--- config.mk ---
export PLATFORM = sky130hd
export DESIGN_NAME = sd_cmd_tx
export DESIGN_NICKNAME = d
export VERILOG_FILES = /design/src/rtl/sd_cmd_tx.sv
export SDC_FILE = /design/constraint.sdc
export NUM_CORES = 1
export LEC_CHECK = 0
export ABC_AREA = 1
export BUFFER_PORTS_ARGS = -buffer_cell sky130_fd_sc_hd__buf_4
export CELL_PAD_IN_SITES_DETAIL_PLACEMENT = 2
export CELL_PAD_IN_SITES_GLOBAL_PLACEMENT = 2
export CORE_ASPECT_RATIO = 0.5
export CORE_UTILIZATION = 30
export CTS_BUF_LIST = sky130_fd_sc_hd__clkbuf_16
export CTS_CLUSTER_SIZE = 24
export DETAILED_ROUTE_END_ITERATION = 7
export HOLD_SLACK_MARGIN = 0.05
export PLACE_DENSITY = 0.8
export RECOVER_POWER = 100
export SLEW_MARGIN = 20
export SYNTH_ARGS = -nofsm -noshare
export SYNTH_HDL_FRONTEND = slang
export SYNTH_SLANG_ARGS = --single-unit
export TNS_END_PERCENT = 50
--- constraint.sdc ---
create_clock -name CLK -period 2.9 [get_ports CLK]
set_clock_uncertainty 0.05 [all_clocks]
set_input_delay 0.145 -clock CLK [delete_from_list [all_inputs] [get_ports CLK]]
set_output_delay 0.145 -clock CLK [all_outputs]
set_load 0.1 [all_outputs]
--- src/rtl/sd_cmd_tx.sv ---
// sd_cmd_tx -- SD CMD-line controller.
// Serializes one 48-bit command frame ({0,1,IDX,ARG,CRC7,1}) onto the CMD pad,
// optionally receives a 48-bit response (R1/R3/R7), then holds CMD released
// for NCC ticks before returning to idle. All bit activity is paced by TICK.
//
// Ports:
//   CLK, RST (async, active-high)   clock / reset
//   TICK                            one SD bit per strobe
//   REQ, IDX, ARG, RSP_EXP          command request (level); RSP_EXP sampled on accept
//   ACK, BUSY, DONE                 accept pulse, busy level, completion pulse
//   CMD_O, CMD_OE, CMD_I            CMD pad out / enable / synchronized in
//   RSP_IDX, RSP_ARG                received response index / payload
//   ERR_TO, ERR_CRC, ERR_END        response timeout / CRC mismatch / bad end bit
//
// Build option: define SD_CMD_RSP_CRC_EN to check the response CRC (ERR_CRC);
// otherwise ERR_CRC is tied 0 and the CRC generator is idle during receive.

// CRC7 generator (x^7 + x^3 + 1). EN shifts IN into the CRC; SH shifts the
// register left, injecting 1s, so CRC[6] walks out the checksum then the end bit.
module sd_crc7 (
   input  logic       CLK,
   input  logic       RST,
   input  logic       EN,
   input  logic       SH,
   input  logic       IN,
   output logic [6:0] CRC
);
   logic [6:0] crc_q, crc_d;
   logic       fb;

   always_comb begin
      fb    = IN ^ crc_q[6];
      crc_d = crc_q;
      if (SH)
         crc_d = {crc_q[5:0], 1'b1};
      else if (EN)
         crc_d = {crc_q[5:3], crc_q[2] ^ fb, crc_q[1:0], fb};
   end

   always_ff @(posedge CLK or posedge RST) begin
      if (RST) crc_q <= '0;
      else     crc_q <= crc_d;
   end

   assign CRC = crc_q;
endmodule

module sd_cmd_tx #(
   parameter int unsigned NCC         = 8,
   parameter int unsigned RSP_TIMEOUT = 64
) (
   input  logic        CLK,
   input  logic        RST,
   input  logic        TICK,
   input  logic        REQ,
   input  logic [5:0]  IDX,
   input  logic [31:0] ARG,
   input  logic        RSP_EXP,
   output logic        ACK,
   output logic        BUSY,
   output logic        CMD_O,
   output logic        CMD_OE,
   input  logic        CMD_I,
   output logic        DONE,
   output logic [5:0]  RSP_IDX,
   output logic [31:0] RSP_ARG,
   output logic        ERR_TO,
   output logic        ERR_CRC,
   output logic        ERR_END
);
   localparam int unsigned     TW       = $clog2(RSP_TIMEOUT + 1);
   localparam logic [5:0]      NCC_LAST = 6'(NCC - 1);
   localparam logic [TW-1:0]   TO_LAST  = TW'(RSP_TIMEOUT - 1);

   typedef enum logic [2:0] {
      S_IDLE, S_TX_DATA, S_TX_CRC, S_TX_END, S_TX_REL, S_RX_WAIT, S_RX, S_NCC
   } state_t;

   state_t        state_q, state_d;
   logic [39:0]   sr_q, sr_d;
   logic [5:0]    cnt_q, cnt_d;
   logic [TW-1:0] to_cnt_q, to_cnt_d;
   logic          rsp_exp_q, rsp_exp_d;
   logic          ack_q, ack_d;
   logic          busy_q, busy_d;
   logic          cmd_o_q, cmd_o_d;
   logic          cmd_oe_q, cmd_oe_d;
   logic          done_q, done_d;
   logic [5:0]    rsp_idx_q, rsp_idx_d;
   logic [31:0]   rsp_arg_q, rsp_arg_d;
   logic          err_to_q, err_to_d;
   logic          err_end_q, err_end_d;
   logic          crc_clr_q, crc_clr_d;
`ifdef SD_CMD_RSP_CRC_EN
   logic          err_crc_q, err_crc_d;
`endif

   logic          crc_en, crc_sh, crc_in;
   logic [6:0]    crc;
   logic [5:0]    rx_bit;

   sd_crc7 u_crc7 (
      .CLK (CLK),
      .RST (RST | crc_clr_q),
      .EN  (crc_en & TICK),
      .SH  (crc_sh & TICK),
      .IN  (crc_in),
      .CRC (crc)
   );

   always_comb begin
      state_d   = state_q;
      sr_d      = sr_q;
      cnt_d     = cnt_q;
      to_cnt_d  = to_cnt_q;
      rsp_exp_d = rsp_exp_q;
      ack_d     = 1'b0;
      busy_d    = busy_q;
      cmd_o_d   = cmd_o_q;
      cmd_oe_d  = cmd_oe_q;
      done_d    = 1'b0;
      rsp_idx_d = rsp_idx_q;
      rsp_arg_d = rsp_arg_q;
      err_to_d  = err_to_q;
      err_end_d = err_end_q;
      crc_clr_d = 1'b0;
`ifdef SD_CMD_RSP_CRC_EN
      err_crc_d = err_crc_q;
`endif
      crc_en    = 1'b0;
      crc_sh    = 1'b0;
      crc_in    = sr_q[39];
      // response bit number (46 down to 0) for the bit arriving this tick
      rx_bit    = 6'd46 - cnt_q;

      case (state_q)
         S_IDLE: if (REQ) begin
            ack_d     = 1'b1;
            busy_d    = 1'b1;
            sr_d      = {2'b01, IDX, ARG};
            rsp_exp_d = RSP_EXP;
            crc_clr_d = 1'b1;
            err_to_d  = 1'b0;
            err_end_d = 1'b0;
`ifdef SD_CMD_RSP_CRC_EN
            err_crc_d = 1'b0;
`endif
            cnt_d     = '0;
            state_d   = S_TX_DATA;
         end
         S_TX_DATA: if (TICK) begin
            cmd_oe_d = 1'b1;
            cmd_o_d  = sr_q[39];
            crc_en   = 1'b1;
            sr_d     = {sr_q[38:0], 1'b0};
            if (cnt_q == 6'd39) begin
               cnt_d   = '0;
               state_d = S_TX_CRC;
            end else
               cnt_d = cnt_q + 6'd1;
         end
         S_TX_CRC: if (TICK) begin
            cmd_o_d = crc[6];
            crc_sh  = 1'b1;
            if (cnt_q == 6'd6) begin
               cnt_d   = '0;
               state_d = S_TX_END;
            end else
               cnt_d = cnt_q + 6'd1;
         end
         // CRC[6] now holds the 1 injected by the first SH shift: the end bit
         S_TX_END: if (TICK) begin
            cmd_o_d = crc[6];
            state_d = S_TX_REL;
         end
         S_TX_REL: if (TICK) begin
            cmd_oe_d  = 1'b0;
            cmd_o_d   = 1'b1;
            crc_clr_d = 1'b1;
            cnt_d     = '0;
            to_cnt_d  = '0;
            state_d   = rsp_exp_q ? S_RX_WAIT : S_NCC;
         end
         S_RX_WAIT: begin
            crc_in = CMD_I;
            if (TICK) begin
               // a start bit on the expiry tick still wins over the timeout
               if (!CMD_I) begin
`ifdef SD_CMD_RSP_CRC_EN
                  crc_en = 1'b1;
`endif
                  cnt_d   = '0;
                  state_d = S_RX;
               end else if (to_cnt_q == TO_LAST) begin
                  err_to_d = 1'b1;
                  cnt_d    = '0;
                  state_d  = S_NCC;
               end else
                  to_cnt_d = to_cnt_q + 1'b1;
            end
         end
         S_RX: begin
            crc_in = CMD_I;
            if (TICK) begin
               if (rx_bit >= 6'd40 && rx_bit <= 6'd45)
                  rsp_idx_d = {rsp_idx_q[4:0], CMD_I};
               if (rx_bit >= 6'd8 && rx_bit <= 6'd39)
                  rsp_arg_d = {rsp_arg_q[30:0], CMD_I};
`ifdef SD_CMD_RSP_CRC_EN
               if (rx_bit >= 6'd8)
                  crc_en = 1'b1;
               // shift the computed CRC out bit by bit against the received field
               if (rx_bit >= 6'd1 && rx_bit <= 6'd7) begin
                  crc_sh = 1'b1;
                  if (CMD_I != crc[6])
                     err_crc_d = 1'b1;
               end
`endif
               if (rx_bit == 6'd0) begin
                  err_end_d = ~CMD_I;
                  cnt_d     = '0;
                  state_d   = S_NCC;
               end else
                  cnt_d = cnt_q + 6'd1;
            end
         end
         S_NCC: if (TICK) begin
            if (cnt_q == NCC_LAST) begin
               done_d  = 1'b1;
               busy_d  = 1'b0;
               cnt_d   = '0;
               state_d = S_IDLE;
            end else
               cnt_d = cnt_q + 6'd1;
         end
         default: state_d = S_IDLE;
      endcase
   end

   always_ff @(posedge CLK or posedge RST) begin
      if (RST) begin
         state_q   <= S_IDLE;
         sr_q      <= '0;
         cnt_q     <= '0;
         to_cnt_q  <= '0;
         rsp_exp_q <= 1'b0;
         ack_q     <= 1'b0;
         busy_q    <= 1'b0;
         cmd_o_q   <= 1'b1;
         cmd_oe_q  <= 1'b0;
         done_q    <= 1'b0;
         rsp_idx_q <= '0;
         rsp_arg_q <= '0;
         err_to_q  <= 1'b0;
         err_end_q <= 1'b0;
         crc_clr_q <= 1'b0;
`ifdef SD_CMD_RSP_CRC_EN
         err_crc_q <= 1'b0;
`endif
      end else begin
         state_q   <= state_d;
         sr_q      <= sr_d;
         cnt_q     <= cnt_d;
         to_cnt_q  <= to_cnt_d;
         rsp_exp_q <= rsp_exp_d;
         ack_q     <= ack_d;
         busy_q    <= busy_d;
         cmd_o_q   <= cmd_o_d;
         cmd_oe_q  <= cmd_oe_d;
         done_q    <= done_d;
         rsp_idx_q <= rsp_idx_d;
         rsp_arg_q <= rsp_arg_d;
         err_to_q  <= err_to_d;
         err_end_q <= err_end_d;
         crc_clr_q <= crc_clr_d;
`ifdef SD_CMD_RSP_CRC_EN
         err_crc_q <= err_crc_d;
`endif
      end
   end

   assign ACK     = ack_q;
   assign BUSY    = busy_q;
   assign CMD_O   = cmd_o_q;
   assign CMD_OE  = cmd_oe_q;
   assign DONE    = done_q;
   assign RSP_IDX = rsp_idx_q;
   assign RSP_ARG = rsp_arg_q;
   assign ERR_TO  = err_to_q;
   assign ERR_END = err_end_q;
`ifdef SD_CMD_RSP_CRC_EN
   assign ERR_CRC = err_crc_q;
`else
   assign ERR_CRC = 1'b0;
`endif
endmodule

==> run summary <==
status -> finished with violations
violated checks -> capacitance limit, slew limit
Post-synth top cells -> nand2_1, dfrtp_1, inv_1
hold path cells -> 3
crit-path max FO -> 34
Post-CTS Resized -> 0
# port buffers -> 88
slowest cell delay on critical path -> 0.54 ns
Async S/R FF share, synth -> 1.000
Via-to-Cell Ratio -> 4.734
Placeable Area -> 17,700 µm²
setup TNS -> 0 ns
total grt overflow -> 0
CTS Buffer Depth -> 2
power per cell area -> 840.8 nW/µm²
Design Area, Final -> 6685 µm²
num ports -> 90
Reg2Reg Depth -> 10
post-CTS setup buffers -> 0
EDFF count, synth -> 0
MaxCap Viol Count -> 1
Fillers -> 2,052
DRC viols -> 0
RR Startpoint -> state_q[2]
setup ws final -> 0.3993 ns
initial antenna violation count -> 0
Final nets -> 813
# setup viols final -> 0
Post-Route WL -> 15.46 mm
VDD IR max -> 0.3414 mV
Avg Cell Area, Syn -> 8.487 µm²
Antenna Nets Post-Route -> 0
flop and latch count out of synthesis -> 110
CTS root buf -> clkbuf_16
clock slew at reported path FFs -> 0.07 ns
startpoint types -> flip-flop
Die H -> 97.89 µm
max_slew headroom -> -0.1194
Synth area leader -> dfrtp_1
Critical Path AT -> 2.69 ns
Vias -> 4,748
syn_nets -> 699
CTS buffer count -> 9
Slew Limit Fails -> 41
Fmax achieved -> 399.9 MHz
cell mode on critical path -> nand2_1
area grow syn2layout -> 21.18%
post-synth cell types -> 34
cell total after placement -> 948
clock latency on the worst-skew pair -> 0.35 ns
Initial Utilization -> 0.3117
minimum clock period -> 2.501 ns
CTS tree -> yes
post-synth top area share -> 0.4944
H-tree Lvls -> 3
Static Leak -> 3.007 nW
most common cell in the netlist -> nand2_1
register area share after synthesis -> 0.4992
Syn Inst Count -> 650
period utilisation layout -> 0.8623
RSZ-0062 raised after global routing -> no
RD Place Congestion -> 0.7833
drt initial violations -> 129
Worst-Margin Slew -> 1.677 ns
Cell Area, Synth -> 5517 µm²
Hold/Removal Path Class -> input port to flip-flop
share of layout cells above drive strength 1 -> 0.1066
Total GRT Usage -> 0.1716
setup slack, reg-to-reg -> 0.40 ns
FP Rows -> 34
Setup WS pre-CTS -> 0.5722 ns
Pre-antenna DRT Iters -> 4
synth warn -> 0
Fin. Hold Viols -> 0
Cell Chain, Critical Path -> clkinvlp_2 -> nand3_1 -> inv_1 -> buf_4 -> nand2_1 -> nand2_1 -> nor2_1 -> nand2_1 -> nand2_1 -> nand2_1
Critical Path Source -> state_q[2]
hold worst-path end -> ACK
CP endpoint kind -> flip-flop
Synth area leaders -> dfrtp_1, nand2_1, inv_1, o21ai_1, o211ai_1
worst min-delay path startpoint -> REQ
Non-Filler Instances -> 1,003
post-layout util -> 0.3778
Setup CP Type -> flip-flop to flip-flop
chip width -> 193.8 µm
diodes inserted -> 0
ys flop type -> dfrtp_1
die area -> 18,970 µm²
Slowest-stage cell, CP -> dfrtp_1
Post-DP HPWL -> 10.48 mm
largest net degree at the start of global routing -> 65
routed length per instance -> 15.41 µm
vias in the first global route -> 5,211
Critical Path RT -> 3.08 ns
clock sink count -> 110
Critical R2R Capture -> cnt_q[3]
first-pass GRT wire length -> 26.22 mm
area of placed instances -> 6315 µm²
-- kinds of logic (layout without fill, tap and decap cells) --
kind of cell / Yosys count / after routing / share of synthesized area
adders and majority gates: 5 / 5 / 0.01134
AOI/OAI and AO/OA: 138 / 138 / 0.1644
other: 1 / 1 / 0.0006798
xor gates and xnor gates: 4 / 4 / 0.006352
buffers and inverters: 141 / 260 / 0.1175
DFF: 110 / 110 / 0.4992
and+or+nand+nor: 251 / 251 / 0.2005
-- worst max-delay path: cells and delay by family (launching register included) --
kind	cells	cell delay, ns
flops	1	0.54
simple gates	7	1.13
buf+inv	3	0.66
-- final cells by class --
| type | count | area [µm²] | share of cell area |
|---|---|---|---|
| flip-flops and latches | 110 | 2754 | 0.4119 |
| multi-input cells | 399 | 1983 | 0.2966 |
| repair buffers | 132 | 940.9 | 0.1407 |
| inverters | 112 | 425.4 | 0.06363 |
| well taps | 234 | 292.8 | 0.04380 |
| clock buffers | 9 | 225.2 | 0.03369 |
| clock inverters | 7 | 63.81 | 0.009545 |
-- placed cells by master, fill, tap and decap left out, types with 2 or more instances in the layout --
cell / count
nor2_1: 31
nand3_1: 27
nor3_1: 4
nand2_1: 171
inv_2: 3
a21oi_1: 7
clkinv_1: 3
clkinvlp_2: 2
inv_1: 105
nor2_4: 2
o21ai_0: 76
o211ai_1: 31
clkbuf_1: 46
clkbuf_16: 9
o21ai_1: 11
a31oi_1: 2
xor2_1: 3
clkinv_2: 2
dfrtp_1: 109
ha_1: 5
buf_4: 44
buf_12: 2
o211ai_2: 4
dlygate4sd3_1: 39
o31ai_1: 5
o21ai_2: 2
nand3_2: 2
nand4_1: 9
-- per-stage QoR --
step / hold slack [ns] / power, mW
2_1_floorplan: 0.01950 / 4.030
3_3_place_gp: 0.2065 / 4.391
3_5_place_dp: 0.2070 / 4.528
4_1_cts: 0.05122 / 5.868
5_1_grt: 0.06998 / 6.059
6_report: 0.06356 / 5.621
-- routing by layer --
| metal | up-vias | GRT usage | part of all wire |
|---|---|---|---|
| met1 | 2387 | 0.2100 | 0.45 |
| met2 | 53 | 0.3107 | 0.51 |
| met3 | 15 | 0.03523 | 0.027 |
| met4 | 0 | 0.04062 | 0.0096 |
| li1 | 2293 | - | - |
| met5 | - | 0 | 0 |
-- power by group --
| part | switching (mW) | total [mW] | internal (mW) | leakage [nW] |
|---|---|---|---|---|
| Sequential | 0.217 | 2.16 | 1.94 | 1.43 |
| Clock | 0.580 | 1.25 | 0.665 | 0.144 |
| Combinational | 1.58 | 2.21 | 0.629 | 1.43 |
| Total | 2.38 | 5.62 | 3.24 | 3.01 |
-- state kept, by name, indices dropped and copies added, names as in the netlist --
name,flops
ACK,1
to_cnt_q,7
CMD_OE,1
cnt_q,6
u_crc7.CRC,7
state_q,3
DONE,1
ERR_TO,1
CMD_O,1
rsp_exp_q,1
RSP_ARG,32
RSP_IDX,6
crc_clr_q,1
BUSY,1
sr_q,40
ERR_END,1
-- repair_timing --
| action | in CTS | in global routing |
|---|---|---|
| hold buffers | 39 | 0 |
| endpoints found under the hold margin | 85 | 0 |
| setup endpoints to repair | 0 | 0 |
-- how the worst max path moves through the flow --
stage / to / slack, ns / depth (start not counted)
floorplan: ACK / 0.003 / 1
global placement: RSP_ARG[9] / 0.74 / 10
detailed placement: RSP_ARG[26] / 0.57 / 10
CTS: RSP_ARG[26] / 0.49 / 10
global route: cnt_q[3] / 0.15 / 10
finish: cnt_q[3] / 0.40 / 10
No activity file was read; power rests on OpenSTA's default activity.
